`src/rtl/fft_src_pkg.sv`:
```
// Shared types and helpers for the FFT sample source controller.
package fft_src_pkg;

    typedef enum logic [1:0] {
        IDLE,
        FETCH,
        DRAIN
    } state_t;

    localparam int unsigned FIFO_DEPTH = 2;

    // Reverses the low nbits of value; bits at and above nbits come back as 0.
    function automatic logic [31:0] bit_reverse(input logic [31:0] value, input int unsigned nbits);
        logic [31:0] r;
        r = '0;
        for (int unsigned i = 0; i < 32; i++) begin
            if (i < nbits) begin
                r[i] = value[nbits - 1 - i];
            end
        end
        return r;
    endfunction

endpackage

```
`src/rtl/fft_src_fifo2.sv`:
```
// Two-entry output FIFO carrying a sample plus its frame start/end tags.
module fft_src_fifo2
    import fft_src_pkg::*;
#(
    parameter int unsigned DATA_W = 16
) (
    input  logic              clk,
    input  logic              rst,
    input  logic              push,
    input  logic [DATA_W-1:0] din,
    input  logic              din_sop,
    input  logic              din_eop,
    input  logic              pop,
    output logic              valid,
    output logic [DATA_W-1:0] dout,
    output logic              dout_sop,
    output logic              dout_eop,
    output logic [1:0]        count
);

    logic [DATA_W+1:0] mem [FIFO_DEPTH];
    // With two entries each pointer is a single toggling bit.
    logic              wr_ptr;
    logic              rd_ptr;

    always_ff @(posedge clk or posedge rst) begin
        if (rst) begin
            for (int unsigned i = 0; i < FIFO_DEPTH; i++) begin
                mem[i] <= '0;
            end
            wr_ptr <= 1'b0;
            rd_ptr <= 1'b0;
            count  <= '0;
        end else begin
            if (push) begin
                mem[wr_ptr] <= {din_sop, din_eop, din};
                wr_ptr      <= ~wr_ptr;
            end
            if (pop) begin
                rd_ptr <= ~rd_ptr;
            end
            case ({push, pop})
                2'b10:   count <= count + 2'd1;
                2'b01:   count <= count - 2'd1;
                default: count <= count;
            endcase
        end
    end

    assign {dout_sop, dout_eop, dout} = mem[rd_ptr];
    assign valid = (count != 2'd0);

endmodule

```
`src/rtl/fft_src_ctrl.sv`:
```
// Streams frames of samples from a ROM to an FFT input with ready/valid flow control.
// Optional bit-reversed addressing is built only when FFT_SRC_CTRL_BITREV_EN is defined.
module fft_src_ctrl
    import fft_src_pkg::*;
#(
    parameter int unsigned ADDR_W    = 10,
    parameter int unsigned DATA_W    = 16,
    parameter int unsigned FRAME_LEN = 1024
) (
    input  logic              clk,
    input  logic              rst,
    input  logic              start,
    input  logic              cont,
    input  logic              stop,
    input  logic              cfg_bitrev,
    output logic              rom_ce,
    output logic [ADDR_W-1:0] rom_ad,
    input  logic [DATA_W-1:0] rom_dout,
    output logic              m_valid,
    input  logic              m_ready,
    output logic [DATA_W-1:0] m_data,
    output logic              m_sop,
    output logic              m_eop,
    output logic              busy,
    output logic              done
);

    localparam int unsigned       IDX_BITS = $clog2(FRAME_LEN);
    localparam logic [ADDR_W-1:0] LAST_IDX = ADDR_W'(FRAME_LEN - 1);

    state_t            state;
    state_t            state_next;
    logic [ADDR_W-1:0] index;
    logic              cont_q;
    logic              inflight;
    logic              inflight_sop;
    logic              inflight_eop;
    logic              pop;
    logic [1:0]        count;
    logic [2:0]        level;
    logic              space;
    logic              drain_empty;

    // Occupancy the FIFO will have after this cycle's in-flight push and pop.
    assign pop         = m_valid & m_ready;
    assign level       = {1'b0, count} + {2'b0, inflight} - {2'b0, pop};
    assign space       = (level < 3'd2);
    assign drain_empty = !inflight && (level == 3'd0);

    always_ff @(posedge clk or posedge rst) begin
        if (rst) begin
            state <= IDLE;
        end else begin
            state <= state_next;
        end
    end

    always_comb begin
        state_next = state;
        unique case (state)
            IDLE:  if (start) state_next = FETCH;
            FETCH: if (rom_ce && (index == LAST_IDX) && (!cont_q || stop)) state_next = DRAIN;
            DRAIN: if (drain_empty) state_next = IDLE;
            default: state_next = IDLE;
        endcase
    end

    always_comb begin
        rom_ce = (state == FETCH) && space;
        busy   = (state != IDLE);
        done   = (state == DRAIN) && drain_empty;
    end

    always_ff @(posedge clk or posedge rst) begin
        if (rst) begin
            index        <= '0;
            cont_q       <= 1'b0;
            inflight     <= 1'b0;
            inflight_sop <= 1'b0;
            inflight_eop <= 1'b0;
        end else begin
            inflight     <= rom_ce;
            inflight_sop <= rom_ce && (index == '0);
            inflight_eop <= rom_ce && (index == LAST_IDX);
            if (state == IDLE && start) begin
                cont_q <= cont;
                index  <= '0;
            end else if (rom_ce) begin
                index <= (index == LAST_IDX) ? '0 : index + ADDR_W'(1);
            end
        end
    end

`ifdef FFT_SRC_CTRL_BITREV_EN
    logic bitrev_q;

    always_ff @(posedge clk or posedge rst) begin
        if (rst) begin
            bitrev_q <= 1'b0;
        end else if (state == IDLE && start) begin
            bitrev_q <= cfg_bitrev;
        end
    end

    assign rom_ad = bitrev_q ? ADDR_W'(bit_reverse(32'(index), IDX_BITS)) : index;
`else
    logic unused_cfg_bitrev;
    assign unused_cfg_bitrev = cfg_bitrev;
    assign rom_ad = index;
`endif

    fft_src_fifo2 #(
        .DATA_W (DATA_W)
    ) u_fifo (
        .clk      (clk),
        .rst      (rst),
        .push     (inflight),
        .din      (rom_dout),
        .din_sop  (inflight_sop),
        .din_eop  (inflight_eop),
        .pop      (pop),
        .valid    (m_valid),
        .dout     (m_data),
        .dout_sop (m_sop),
        .dout_eop (m_eop),
        .count    (count)
    );

endmodule

```
`config.mk`:
```
export PLATFORM = sky130hd
export DESIGN_NAME = fft_src_ctrl
export DESIGN_NICKNAME = d
export VERILOG_FILES = /design/src/rtl/fft_src_pkg.sv /design/src/rtl/fft_src_fifo2.sv /design/src/rtl/fft_src_ctrl.sv
export SDC_FILE = /design/constraint.sdc
export NUM_CORES = 1
export LEC_CHECK = 0
export BUFFER_PORTS_ARGS = -buffer_cell sky130_fd_sc_hd__buf_2
export CAP_MARGIN = 20
export CORE_ASPECT_RATIO = 1.2
export CORE_MARGIN = 3
export CORE_UTILIZATION = 30
export DETAILED_ROUTE_END_ITERATION = 6
export GPL_ROUTABILITY_DRIVEN = 1
export GPL_TIMING_DRIVEN = 0
export PLACE_DENSITY = 0.56
export SLEW_MARGIN = 20
export SYNTH_ARGS = -nofsm -noshare
export SYNTH_HDL_FRONTEND = slang
export SYNTH_SLANG_ARGS = --single-unit
export TNS_END_PERCENT = 100
```
`constraint.sdc`:
```
create_clock -name clk -period 4.35 [get_ports clk]
set_input_delay 0.87 -clock clk [delete_from_list [all_inputs] [get_ports clk]]
set_output_delay 0.87 -clock clk [all_outputs]
set_load 0.02 [all_outputs]
```
# After elaboration in Yosys (flattened, before gate mapping)
# Index checks and enable logic that the tools add are counted.
classes:
  n_addsub: 5
  magnitude_cmp: 4
  n_eq_ne: 8
  n_mux: 14
  bitwise_logic: 5
  n_reduce_logical: 19
ops:
  columns: ["op", "n"]
  rows:
  - ["18-bit 2-to-1 mux", 4]
  - ["36-bit bitwise mux", 1]
  - ["10-bit 2-to-1 mux", 3]
  - ["18-bit demux with 1-bit select", 1]
  - ["10-bit by 1-bit adder with 10-bit output, second input constant", 1]
  - ["10-bit equality test, second input constant", 1]
  - ["10-bit logical NOT", 1]
  - ["1-bit logical AND", 8]
  - ["2-bit nonzero test", 4]
  - ["2-bit 2-to-1 mux", 3]
  - ["2-bit inequality test, second input constant", 3]
  - ["2-bit one-hot mux with 3 select lines", 1]
  - ["2-bit by 1-bit equality test with 1-bit output, second input constant", 2]
  - ["2-bit equality test, second input constant", 2]
  - ["2-bit greater-or-equal comparator, second input constant", 2]
  - ["1-bit NOT with 2-bit output", 2]
  - ["2-bit one-hot mux with 2 select lines", 1]
  - ["2-bit by 1-bit adder with 3-bit output", 1]
  - ["3-bit logical NOT", 1]
  - ["3-bit by 2-bit < comparator with 1-bit output, second input constant", 1]
  - ["3-bit AND reduction", 1]
  - ["3-bit by 1-bit subtractor with 3-bit output", 1]
  - ["2-bit by 1-bit adder with 2-bit output, second input constant", 1]
  - ["1-bit logical NOT", 2]
  - ["6 further kinds", 7]
word_totals:
  regBits: 56
  inputBits: 23
  out_inout_bits: 32

# Logic depth before layout (Yosys ltp)
depth:
  ltp_word: 9
  depth_mapped: 11

# Cells and area by module
# A second synthesis with hierarchy kept.
hier_totals:
  hier_cells: 212
  area_unflattened_um2: 2708.8
by_module_without_submodules:
  columns: ["mod", "instances", "cells_per_inst", "area_per_inst_um2", "seq_area_each_um2"]
  rows:
  - ["fft_src_fifo2", 1, 111, 1785.5, 1001.0]
  - ["fft_src_ctrl", 1, 101, 923.4, 400.4]

# Worst setup path before layout
# No wires, ideal clock.
synth_timing:
  kind: "input -> output"
  start: "input port m_ready"
  end: "output port done"
  arrival_ps: 2379
  required_ps: 3480
  slack_ps: 1101
  stages: 9
  n_path_buf: 0
  cell_sequence: "nand2b_1 > nor2_1 > or2_2 > ha_1 > inv_1 > fa_1 > xnor2_2 > nand3_1 > nor2_1"
synth_via:
  elab_chain_len: 5
synth_rtl:
  columns: ["element", "line_no", "rtl"]
  rows:
  - ["from (decl)", "fft_src_ctrl.sv:20", "input logic m_ready,"]
  - ["1-bit bitwise AND", "fft_src_ctrl.sv:45", "assign pop = m_valid & m_ready;"]
  - ["3-bit by 1-bit subtractor with 3-bit output", "fft_src_ctrl.sv:46", "assign level = {1'b0, count} + {2'b0, inflight} - {2'b0, pop};"]
  - ["3-bit logical NOT", "fft_src_ctrl.sv:48", "assign drain_empty = !inflight && (level == 3'd0);"]
  - ["1-bit logical AND", "fft_src_ctrl.sv:48", null]
  - ["1-bit logical AND", "fft_src_ctrl.sv:71", "done = (state == DRAIN) && drain_empty;"]
  - ["to (decl)", "fft_src_ctrl.sv:25", "output logic done"]
# Every way passes these cells.

# Worst setup path in the final report
layout_timing:
  start: "input port m_ready"
  end: "output port rom_ce"
layout_via:
  elab_chain_len: 4
layout_rtl:
  columns: ["element", "line_no", "rtl"]
  rows:
  - ["1-bit bitwise AND", "fft_src_ctrl.sv:45", null]
  - ["3-bit by 1-bit subtractor with 3-bit output", "fft_src_ctrl.sv:46", null]
  - ["3-bit by 2-bit < comparator with 1-bit output", "fft_src_ctrl.sv:47", "assign space = (level < 3'd2);"]
  - ["1-bit logical AND", "fft_src_ctrl.sv:69", "rom_ce = (state == FETCH) && space;"]
  - ["to (decl)", "fft_src_ctrl.sv:16", "output logic rom_ce,"]
# Every way passes these cells.

==> impl_metrics.yaml <==
timing:
  rsz0062_at_grt: "no"
  tightest_slew_ns: 0.7013
  hold_viol: 0
  final.min_clock_period_ns: 3.680
  tns_ns: 0
  setup_viol: 0
  maxSlewViolCount: 0
  worst_clock_skew_ns: 0.01077
  slew_headroom_pct: 53.25
  fin_crit_sh_pct: 84.60
  max_freq_mhz: 271.7
routing:
  firstDrtPassIters: 4
  remaining_drc_errors: 0
  vias_per_cell: 4.669
  final_antenna_net_count: 0
  vias: 1765
  drt_iter0_markers: 42
  wire_per_inst_um: 13.92
  wirelength_um: 5263
layout:
  drive_gt1_share_pct: 49.24
  regArea_um2: 1401
  n_antenna_cell: 0
  n_fill_cell: 835
  nets: 290
  postLayoutCellArea_um2: 3126
  area_delta_synth_final_pct: 19.35
  multi_input_area_um2: 1159
floorplanning:
  start_util_pct: 31.60
  dieArea_um2: 9891
  core_area_um2: 8288
  die_h_um: 108.3
  die-width_um: 91.29
  std_cell_rows: 36
  pin_count: 55
logic_synthesis:
  synth-compound-area-share_pct: 5.590
  synthXorXnorAreaFrac_pct: 1.624
  yosysUniqueCellTypes: 42
  synth_top_area_share_pct: 53.51
  muxShareOfSynthArea_pct: 23.98
  synthCells: 203
  synthAdderAreaFrac_pct: 2.198
  synth_top_family_by_area: "multiplexers"
  ys_ff_latch: 56
  synthesis.nets: 230
  synth_edf_count: 0
  syn_area_per_cell_um2: 12.90
  synth_area_leaders: "dfrtp_1, mux2_2, nand2_1"
  synth-async-reset-ratio_pct: 100.0
  synth_area_um2: 2619
  ys.flop_type: "dfrtp_1"
  synth_warnings: 0
  yosys.area.top_type: "dfrtp_1"
  ys_seq_area_share_pct: 53.51
  yosys.area_share.simple_pct: 10.85
placement:
  dp_hpwl_um: 3666
  io_buffers: 53
  gp_congestion: 0.7867
  placed_area_um2: 3029
power_and_ir_drop:
  irDropWorstVdd_uv: 356.0
  p_leak_nw: 1.403
  cellPowerDensity_nw_per_um2: 753.0
clock_network:
  cts_setup_buffers: 0
  cts.hold.buffers_added: 0
  cts_tree: "yes"
  htree_levels: 2
  cts.sinks: 56
  cts_made_buffers: 5
  clock_latency_ns: 0.31
  clk_pin_slew_ns: 0.09
  cts.path.max_buffers: 2
  cts_resized: 0
  cts_root_buffer: "clkbuf_8"
setup_path:
  worstSetupEndpointType: "primary output"
  arrival_ns: 2.81
  crit_path_max_fanout: 10
  path_class: "in2out"
  start_kind: "input pin"
  required_ns: 3.48
global_route:
  grt_pass1_wl_um: 8852
  antenna_found_initial: 0
  grt_max_degree: 57
  grt_pass1_vias: 1853
  grt_usage_pct: 11.11
  grt.overflow.total: 0
run_status:
  status: "finished, final reports clean"
min_path:
  hold_class: "reg2reg"
flow_run:
  max_cap_violations: 0
-- power by group --
part	total [mW]	switching, mW	internal, mW
Clock	0.302	0.171	0.131
Combinational	1.18	0.637	0.547
Sequential	0.867	0.135	0.733
-- flip-flops by register name (all words and copies together), names as in the netlist --
register / cells
u_fifo.mem: 36
rom_ad: 10
state: 2
u_fifo.count: 2
cont_q: 1
inflight: 1
inflight_eop: 1
inflight_sop: 1
u_fifo.rd_ptr: 1
u_fifo.wr_ptr: 1
-- stage by stage --
step | cells | setup WS, ns | utilization [%] | hold slack [ns] | total power, mW
CTS | 378 | 0.6571 | 37.71 | 0.4923 | 2.396
floorplan | 203 | 1.101 | - | 0.4467 | 1.752
global placement | 370 | 0.7058 | 36.52 | 0.4640 | 2.060
detailed placement | 370 | 0.6774 | 36.55 | 0.4694 | 2.083
finish | 378 | 0.6697 | 37.71 | 0.4892 | 2.354
global route | 378 | 0.5645 | 37.71 | 0.5224 | 2.530
-- area by class of cell --
cell class	count	area share, %
clock inverters	2	0.4404
well taps	114	4.564
inverters	8	1.041
flip-flops and latches	56	44.84
multi-input cells	133	37.07
clock buffers	6	2.642
plain buffers	6	0.9207
repair buffers	53	8.487
-- cells in the mapped netlist (all sizes together) (2+ instances only) --
library cell,n
dfrtp,56
mux2,54
nand2,15
inv,8
nor2,7
buf,5
and4,4
nand3,4
a21oi,3
ha,3
o31ai,3
or2,3
a211o,2
a31oi,2
a32o,2
and3,2
mux2i,2
nand2b,2
nor2b,2
nor3,2
o211ai,2
or4,2
xnor2,2
xor2,2
-- metal layers --
metal | global-route usage (%) | vias up | share of wire, % | routed length, um
met1 | 13.31 | 864 | 44 | 2313
li1 | - | 853 | - | -
met3 | 2.714 | 6 | 4.9 | 260
met2 | 19.73 | 42 | 50 | 2624
met4 | 3.341 | 0 | 1.2 | 64
met5 | 0 | - | 0 | 0
-- cell families after synthesis --
group                    after synthesis
multiplexers                          56
flip-flops                            56
AND/OR/NAND/NOR                       50
AO/OA/AOI/OAI                         19
buffers and inverters                 14
XOR/XNOR                               4
adder cells (fa/ha/maj)                4
-- path summary, 6_finish.rpt --
path	startpoint	end	slack, ns	depth (start not counted)
min in group asynchronous	rst	u_fifo.mem[8]	0.68	2
hold / removal	cont_q	cont_q	0.49	2
setup reg to reg	u_fifo.count[1]	rom_ad[6]	1.62	11
setup / recovery	m_ready	rom_ce	0.67	11
max in group asynchronous	rst	u_fifo.mem[33]	3.22	2
hold reg to reg	cont_q	cont_q	0.49	2
-- layout by cell type, fill, tap and decap left out, types with 3 or more instances in the layout --
| master | instances |
|---|---|
| clkbuf_8 | 6 |
| inv_1 | 6 |
| or2_2 | 3 |
| nand3_1 | 3 |
| ha_1 | 3 |
| nand2_1 | 14 |
| and4_1 | 4 |
| buf_2 | 58 |
| nor2_1 | 7 |
| mux2_2 | 54 |
| o31ai_1 | 3 |
| a21oi_1 | 3 |
| dfrtp_1 | 56 |
-- worst max-delay path: stages --
cell	delay, ns
buf_2	0.11
nand2b_1	0.10
nor2_1	0.08
or2_2	0.30
ha_1	0.19
inv_1	0.06
fa_1	0.42
and3b_1	0.22
nand2_2	0.19
inv_2	0.11
buf_2	0.17
No activity file was read; power rests on OpenSTA's default activity.
